**src/rtl/timer_multi_if.sv**
```systemverilog
// Register-bus interface for timer_multi: one request/response channel,
// byte-addressed, single-cycle ready/error response.
interface timer_multi_if;
   logic [31:0] timer_address;
   logic [31:0] timer_wdata;
   logic [3:0]  timer_wsel;
   logic        timer_valid;
   logic [31:0] timer_rdata;
   logic        timer_ready;
   logic        timer_error;

   // Bus initiator: issues requests, receives the response.
   modport master (
      output timer_address,
      output timer_wdata,
      output timer_wsel,
      output timer_valid,
      input  timer_rdata,
      input  timer_ready,
      input  timer_error
   );

   // Timer block: decodes requests, returns registered responses.
   modport slave (
      input  timer_address,
      input  timer_wdata,
      input  timer_wsel,
      input  timer_valid,
      output timer_rdata,
      output timer_ready,
      output timer_error
   );
endinterface

```
**src/rtl/timer_multi.sv**
```systemverilog
// Multi-channel 64-bit machine timer: prescaled mtime counter, N_CH compare
// channels (one-shot or periodic), sticky W1C status and masked interrupts.
module timer_multi #(
   parameter int unsigned N_CH    = 4,
   parameter int unsigned PRESC_W = 16
) (
   input  logic            clk,
   input  logic            rst,
   timer_multi_if.slave    bus,
   output logic [N_CH-1:0] timer_irq,
   output logic            xint_mtip
);

   // Channel windows start at 0x40, i.e. address nibble [7:4] == 4.
   localparam int unsigned CH_BASE_NIB = 4;

   localparam logic [2:0] G_MTIME_LO = 3'd0;
   localparam logic [2:0] G_MTIME_HI = 3'd1;
   localparam logic [2:0] G_PRESC    = 3'd2;
   localparam logic [2:0] G_CTRL     = 3'd3;
   localparam logic [2:0] G_STATUS   = 3'd4;
   localparam logic [2:0] G_IRQEN    = 3'd5;

   localparam logic [1:0] C_CMP_LO   = 2'd0;
   localparam logic [1:0] C_CMP_HI   = 2'd1;
   localparam logic [1:0] C_MODE     = 2'd2;
   localparam logic [1:0] C_PERIOD   = 2'd3;

   // Architectural state
   logic [63:0]        mtime;
   logic [PRESC_W-1:0] pre_cnt;
   logic [PRESC_W-1:0] presc;
   logic               ctrl_en;
   logic [N_CH-1:0]    status;
   logic [N_CH-1:0]    irqen;
   logic [63:0]        cmp    [N_CH];
   logic [31:0]        period [N_CH];
   logic [N_CH-1:0]    mode_en;
   logic [N_CH-1:0]    mode_per;

   // Decode
   logic [7:0]  addr_lo;
   logic [2:0]  goff;
   logic [1:0]  coff;
   logic [3:0]  ch_idx;
   logic        glob_sel;
   logic        ch_sel;
   logic        addr_ok;
   logic        is_write;
   logic        wsel_ok;
   logic        accept;
   logic        acc_ok;
   logic        acc_err;
   logic        wr;
   logic        rd_en;

   logic        wr_mlo, wr_mhi, wr_presc, wr_ctrl, wr_status, wr_irqen;
   logic [N_CH-1:0] ch_hit;
   logic [N_CH-1:0] wr_cmp_lo, wr_cmp_hi, wr_mode, wr_period;

   logic [31:0]     rd_val;
   logic [N_CH-1:0] match;
   logic [N_CH-1:0] status_clr;
   logic            tick;

   assign addr_lo  = bus.timer_address[7:0];
   assign goff     = addr_lo[4:2];
   assign coff     = addr_lo[3:2];
   assign ch_idx   = addr_lo[7:4] - 4'(CH_BASE_NIB);
   assign glob_sel = (addr_lo[7:5] == 3'd0) && (goff <= G_IRQEN);
   assign ch_sel   = (addr_lo[7:6] != 2'd0) && (32'(ch_idx) < N_CH);
   assign addr_ok  = (addr_lo[1:0] == 2'b00) && (glob_sel || ch_sel);
   assign is_write = |bus.timer_wsel;
   assign wsel_ok  = !is_write || (bus.timer_wsel == 4'hF);

   // A new request is taken only when no response is currently showing.
   assign accept   = bus.timer_valid && !bus.timer_ready && !bus.timer_error;
   assign acc_ok   = accept && addr_ok && wsel_ok;
   assign acc_err  = accept && !(addr_ok && wsel_ok);
   assign wr       = acc_ok && is_write;
   assign rd_en    = acc_ok && !is_write;

   assign wr_mlo    = wr && glob_sel && (goff == G_MTIME_LO);
   assign wr_mhi    = wr && glob_sel && (goff == G_MTIME_HI);
   assign wr_presc  = wr && glob_sel && (goff == G_PRESC);
   assign wr_ctrl   = wr && glob_sel && (goff == G_CTRL);
   assign wr_status = wr && glob_sel && (goff == G_STATUS);
   assign wr_irqen  = wr && glob_sel && (goff == G_IRQEN);

   assign status_clr = wr_status ? bus.timer_wdata[N_CH-1:0] : '0;
   assign tick       = ctrl_en && (pre_cnt == presc);

   // Per-channel write strobes and compare results
   always_comb begin
      ch_hit    = '0;
      wr_cmp_lo = '0;
      wr_cmp_hi = '0;
      wr_mode   = '0;
      wr_period = '0;
      match     = '0;
      for (int k = 0; k < int'(N_CH); k++) begin
         ch_hit[k]    = ch_sel && (ch_idx == 4'(k));
         wr_cmp_lo[k] = wr && ch_hit[k] && (coff == C_CMP_LO);
         wr_cmp_hi[k] = wr && ch_hit[k] && (coff == C_CMP_HI);
         wr_mode[k]   = wr && ch_hit[k] && (coff == C_MODE);
         wr_period[k] = wr && ch_hit[k] && (coff == C_PERIOD);
         match[k]     = mode_en[k] && (mtime >= cmp[k]);
      end
   end

   // Read data mux on current register values
   always_comb begin
      rd_val = '0;
      if (glob_sel) begin
         case (goff)
            G_MTIME_LO: rd_val = mtime[31:0];
            G_MTIME_HI: rd_val = mtime[63:32];
            G_PRESC:    rd_val = 32'(presc);
            G_CTRL:     rd_val = {31'd0, ctrl_en};
            G_STATUS:   rd_val = 32'(status);
            G_IRQEN:    rd_val = 32'(irqen);
            default:    rd_val = '0;
         endcase
      end else begin
         for (int k = 0; k < int'(N_CH); k++) begin
            if (ch_hit[k]) begin
               case (coff)
                  C_CMP_LO: rd_val = cmp[k][31:0];
                  C_CMP_HI: rd_val = cmp[k][63:32];
                  C_MODE:   rd_val = {30'd0, mode_per[k], mode_en[k]};
                  default:  rd_val = period[k];
               endcase
            end
         end
      end
   end

   // Prescaler, mtime and global control registers; bus writes beat the tick
   always_ff @(posedge clk or posedge rst) begin
      if (rst) begin
         mtime   <= '0;
         pre_cnt <= '0;
         presc   <= '0;
         ctrl_en <= 1'b1;
         irqen   <= '0;
         status  <= '0;
      end else begin
         if (wr_presc) begin
            presc   <= bus.timer_wdata[PRESC_W-1:0];
            pre_cnt <= '0;
         end else if (tick) begin
            pre_cnt <= '0;
         end else if (ctrl_en) begin
            pre_cnt <= pre_cnt + PRESC_W'(1);
         end

         if (wr_ctrl) begin
            ctrl_en <= bus.timer_wdata[0];
         end

         if (wr_mlo) begin
            mtime[31:0] <= bus.timer_wdata;
         end else if (wr_mhi) begin
            mtime[63:32] <= bus.timer_wdata;
         end else if (tick) begin
            mtime <= mtime + 64'd1;
         end

         if (wr_irqen) begin
            irqen <= bus.timer_wdata[N_CH-1:0];
         end

         // A new match wins over a simultaneous W1C of the same bit.
         status <= (status & ~status_clr) | match;
      end
   end

   // Compare channels: bus writes to CMP/MODE override the automatic update
   always_ff @(posedge clk or posedge rst) begin
      if (rst) begin
         mode_en  <= '0;
         mode_per <= '0;
         for (int k = 0; k < int'(N_CH); k++) begin
            cmp[k]    <= '1;
            period[k] <= '0;
         end
      end else begin
         for (int k = 0; k < int'(N_CH); k++) begin
            if (wr_cmp_lo[k] || wr_cmp_hi[k] || wr_mode[k]) begin
               if (wr_cmp_lo[k]) begin
                  cmp[k][31:0] <= bus.timer_wdata;
               end
               if (wr_cmp_hi[k]) begin
                  cmp[k][63:32] <= bus.timer_wdata;
               end
               if (wr_mode[k]) begin
                  mode_en[k]  <= bus.timer_wdata[0];
                  mode_per[k] <= bus.timer_wdata[1];
               end
            end else if (match[k]) begin
               if (mode_per[k]) begin
                  cmp[k] <= cmp[k] + {32'd0, period[k]};
               end else begin
                  mode_en[k] <= 1'b0;
               end
            end

            if (wr_period[k]) begin
               period[k] <= bus.timer_wdata;
            end
         end
      end
   end

   // Bus response: one-cycle ready or error pulse, read data alongside ready
   always_ff @(posedge clk or posedge rst) begin
      if (rst) begin
         bus.timer_ready <= 1'b0;
         bus.timer_error <= 1'b0;
         bus.timer_rdata <= '0;
      end else begin
         bus.timer_ready <= acc_ok;
         bus.timer_error <= acc_err;
         if (rd_en) begin
            bus.timer_rdata <= rd_val;
         end
      end
   end

   // Masked interrupts, one stage behind STATUS
   always_ff @(posedge clk or posedge rst) begin
      if (rst) begin
         timer_irq <= '0;
         xint_mtip <= 1'b0;
      end else begin
         timer_irq <= status & irqen;
         xint_mtip <= |(status & irqen);
      end
   end

endmodule
```
**src/flat_wrapper.sv**
```systemverilog
// flat-port wrapper written by rule: the top's interface ports become plain ports
module timer_multi_flat 
#(
   parameter int unsigned N_CH    = 4,
   parameter int unsigned PRESC_W = 16
)
  (clk, rst, timer_irq, xint_mtip, bus_timer_address, bus_timer_wdata, bus_timer_wsel, bus_timer_valid, bus_timer_rdata, bus_timer_ready, bus_timer_error);
  timer_multi_if bus_i ();
  input  logic clk;
  input  logic rst;
  output logic [N_CH-1:0] timer_irq;
  output logic xint_mtip;
  input wire logic [$bits(bus_i.timer_address)-1:0] bus_timer_address;
  input wire logic [$bits(bus_i.timer_wdata)-1:0] bus_timer_wdata;
  input wire logic [$bits(bus_i.timer_wsel)-1:0] bus_timer_wsel;
  input wire logic [$bits(bus_i.timer_valid)-1:0] bus_timer_valid;
  output wire logic [$bits(bus_i.timer_rdata)-1:0] bus_timer_rdata;
  output wire logic [$bits(bus_i.timer_ready)-1:0] bus_timer_ready;
  output wire logic [$bits(bus_i.timer_error)-1:0] bus_timer_error;
  assign bus_i.timer_address = bus_timer_address;
  assign bus_i.timer_wdata = bus_timer_wdata;
  assign bus_i.timer_wsel = bus_timer_wsel;
  assign bus_i.timer_valid = bus_timer_valid;
  assign bus_timer_rdata = bus_i.timer_rdata;
  assign bus_timer_ready = bus_i.timer_ready;
  assign bus_timer_error = bus_i.timer_error;
  timer_multi #(.N_CH(N_CH), .PRESC_W(PRESC_W)) u_core (.clk(clk), .rst(rst), .bus(bus_i), .timer_irq(timer_irq), .xint_mtip(xint_mtip));
endmodule
```
**config.mk**
```make
export PLATFORM = sky130hd
export DESIGN_NAME = timer_multi_flat
export DESIGN_NICKNAME = d
export VERILOG_FILES = /design/src/rtl/timer_multi_if.sv /design/src/rtl/timer_multi.sv /design/src/flat_wrapper.sv
export SDC_FILE = /design/constraint.sdc
export NUM_CORES = 2
export LEC_CHECK = 0
export CAP_MARGIN = 20
export CORE_MARGIN = 4
export CORE_UTILIZATION = 40
export CTS_CLUSTER_SIZE = 30
export DETAILED_ROUTE_END_ITERATION = 10
export GPL_TIMING_DRIVEN = 0
export SYNTH_ARGS = -nofsm -noshare
export SYNTH_HDL_FRONTEND = slang
export SYNTH_SLANG_ARGS = --single-unit
```
**constraint.sdc**
```tcl
create_clock -name clk -period 49.8 [get_ports clk]
set_clock_uncertainty 0.05 [all_clocks]
set_input_delay 12.45 -clock clk [delete_from_list [all_inputs] [get_ports clk]]
set_output_delay 12.45 -clock clk [all_outputs]
set_load 0.005 [all_outputs]
```
==> impl_metrics.ini <==
[grt]
gr-total-overflow = 0
grt_max_degree = 120
grt_pass1_wl_um = 355000
grtUsageTotal_pct = 43.0
antenna_found_initial = 30
grt_pass1_vias = 44900

[clock_network]
hold_buffers = 0
path_clk_slew_ns = 0.06
postCtsSetupBuffers = 0
cts_buffers = 73
cts_tree = yes
htree_levels = 3
ctsResizeCount = 0
clkLatencyLatePin_ns = 0.70
cts-root-buf = clkbuf_16
clockBufferDepth = 3
cts_num_sinks = 536

[synth]
synth_top_area_share_pct = 15.6
syn_area_um2 = 44600
synth_compound_area_share_pct = 25.0
synth-simple-area-share_pct = 16.7
async_reset_ff_share_pct = 100
synthAdderAreaFrac_pct = 11.0
synthCells = 5413
yosys-top-cells-count = 712 x a21oi_1, 508 x nor2_1, 423 x nand2_1, 386 x ha_1, 311 x inv_1
synth_top_family_by_area = compound AO/OA/AOI/OAI gates
synth.most_common_cell = a21oi_1
synthTopCellsByArea = dfrtp_1 16%, dfstp_2 15%, ha_1 11%
syn_avg_cell_area_um2 = 8.25
yosysWarnings = 0
synth_xor_area_share_pct = 2.43
synth_ff_type = dfrtp_1
synth_cell_type_count = 92
synth-seq-cells = 536
yosysSeqAreaShare_pct = 30.8
synth.net_count = 5874
yosysTopAreaCell = dfrtp_1
synth_edf_count = 0
synth.area.mux_share_pct = 8.52

[route]
wl_met3_um = 31000
avgViaCountPerCell = 6.74
route.detailed.drc = 0
drt_iter0_drc = 6866
top_layer = met5
routedWlPerCell_um = 36.3
dr.pass1.iters = 8
wl_um = 260000
wl_met1_um = 100000
ant_nets = 0
dr_total_vias = 48300
wl_met2_um = 105000

[final_layout]
fin_util_pct = 45.6
fill_cells = 11200
syn2layout_area_growth_pct = 13.1
drive_gt1_share_pct = 13.1
finish.instance_area_um2 = 50500
nNetsFinal = 6064
final_cells = 7170

[critical_path]
start_kind = primary input
cpMaxStageDelayCell = clkbuf_1
path_cells = clkdlybuf4s50_1 > clkbuf_1 > clkbuf_1 > clkbuf_1 > buf_16 > clkbuf_1 > nor2_1 > a21oi_1 > o22ai_1 > a211oi_1 > o21ai_0
crit_fanout = 10
cp.required_ns = 50.27
cp_slowest_stage_delay_ns = 0.87
path_common_cell = clkbuf_1
cp_num_buf_inv = 6
endpoint_kind = register
arrival_ns = 18.12
setup.worst_path.class = in -> reg
cpLargestDelayFamily = buffers and inverters

[place]
dp_hpwl_um = 193000
gp_routability_congestion = 1.08
place_area_um2 = 47800
place_inst = 7010
port_buffers = 81

[floorplan]
die_h_um = 342
fp.dieW_um = 342
io_pins = 110
dieArea_um2 = 117000
start_util_pct = 40.3
core_area_um2 = 111000
core.rowCount = 122

[power]
peakVddDrop_mv = 0.0218
p_leak_nw = 22.4
p_per_area_nw_per_um2 = 22.1

[flow_run]
cap_violations = 0

[timing]
fin_crit_sh_pct = 35.4
layout_min_cycle_time_ns = 17.64
rsz0062_at_grt = no
setup_violations = 0
slew_headroom_pct = 10.0
hold_viol = 0
hold_ws_ns = 0.431
tns_ns = 0
max_freq_mhz = 56.7
worstMarginPinSlew_ns = 1.35
slew_violations = 0

[min_path]
hp-class = reg -> reg

[outcome]
status = finished clean
==> logic make-up after synthesis <==
kind of cell,count (synthesis)
adders and majority gates,390
DFF,536
AOI/OAI and AO/OA,1795
muxes,345
xor gates and xnor gates,124
and+or+nand+nor,1580
buffers and inverters,643
==> cells in the final DEF (no fill, tap or decap), types with 28 or more instances in the layout <==
master,n
and2_1,28
clkbuf_16,73
mux2i_1,146
or3_1,37
o22a_1,38
o211ai_1,44
ha_1,386
buf_1,30
and3_1,59
dfrtp_1,279
xnor2_1,59
o21bai_1,31
and4_1,29
clkdlybuf4s50_1,81
nand2_1,423
a22oi_1,29
o21ai_0,269
nand4_1,112
nand3_1,146
nand2b_1,28
a2bb2oi_1,33
o22ai_1,128
nor2_1,508
nor4_1,36
xor2_1,65
a21oi_1,712
nor3_1,84
a21o_1,102
a211oi_1,85
a31oi_1,72
mux2_2,190
clkbuf_1,233
buf_2,58
inv_1,310
dfstp_2,257
==> report_power, final <==
part	switching (W)	leakage, nW	internal [W]	total (W)
clock	0.000244	1.25	0.000339	0.000583
sequential	0.00000251	6.39	0.000439	0.000441
combinational	0.0000721	14.7	0.0000223	0.0000944
==> area by class of cell <==
type	count	area, um^2	area share (%)
buffer	332	1360	2.69
inverter	311	1170	2.33
tap	1488	1860	3.69
sequential	536	13700	27.2
clock inverter	31	383	0.758
timing repair buffer	115	1350	2.67
clock buffer	105	2160	4.27
multi-input combinational	4234	28400	56.3
antenna	18	45.0	0.0892
==> worst paths after layout <==
path,depth (start not counted),endpoint,slack (ns),from
min in group asynchronous,2,u_core.period[44]$_DFFE_PP0P_,12.22,rst
max,11,u_core.bus.timer_rdata[23]$_DFFE_PP0P_,32.16,bus_timer_address[3]
min,2,u_core.bus.timer_rdata[14]$_DFFE_PP0P_,0.43,u_core.bus.timer_rdata[14]$_DFFE_PP0P_
min reg2reg,2,u_core.bus.timer_rdata[14]$_DFFE_PP0P_,0.43,u_core.bus.timer_rdata[14]$_DFFE_PP0P_
max in group asynchronous,4,u_core.period[22]$_DFFE_PP0P_,36.00,rst
max reg2reg,11,u_core.cmp[193]$_DFFE_PP1P_,44.33,u_core.mtime[61]$_DFFE_PP0P_
==> tightest hold or removal path, stage by stage, from the launching register on <==
cell     delay (ns)
dfrtp_1        0.34
nand2_1        0.05
o21ai_0        0.06
==> sequential cells by signal, summed over array words and instances, names as in the netlist, 16 cells and up <==
name                    count
u_core.bus.timer_rdata     32
u_core.cmp                256
u_core.mtime               64
u_core.period             128
u_core.pre_cnt             16
u_core.presc               16
==> per-layer routing <==
metal / vias up / global-route usage (%)
li1: 20400 / -
met1: 23700 / 54.8
met2: 3374 / 60.9
met3: 830 / 12.8
met4: 12 / 32.6
met5: - / 0
==> stage by stage <==
stage	total power [W]	setup slack (ns)
after floorplan	0.000485	22.74
after global placement	0.000532	14.01
after detailed placement	0.000537	31.96
after CTS	0.00111	32.66
after global routing	0.00113	32.39
final	0.00112	32.16
No activity file was read; power rests on OpenSTA's default activity.
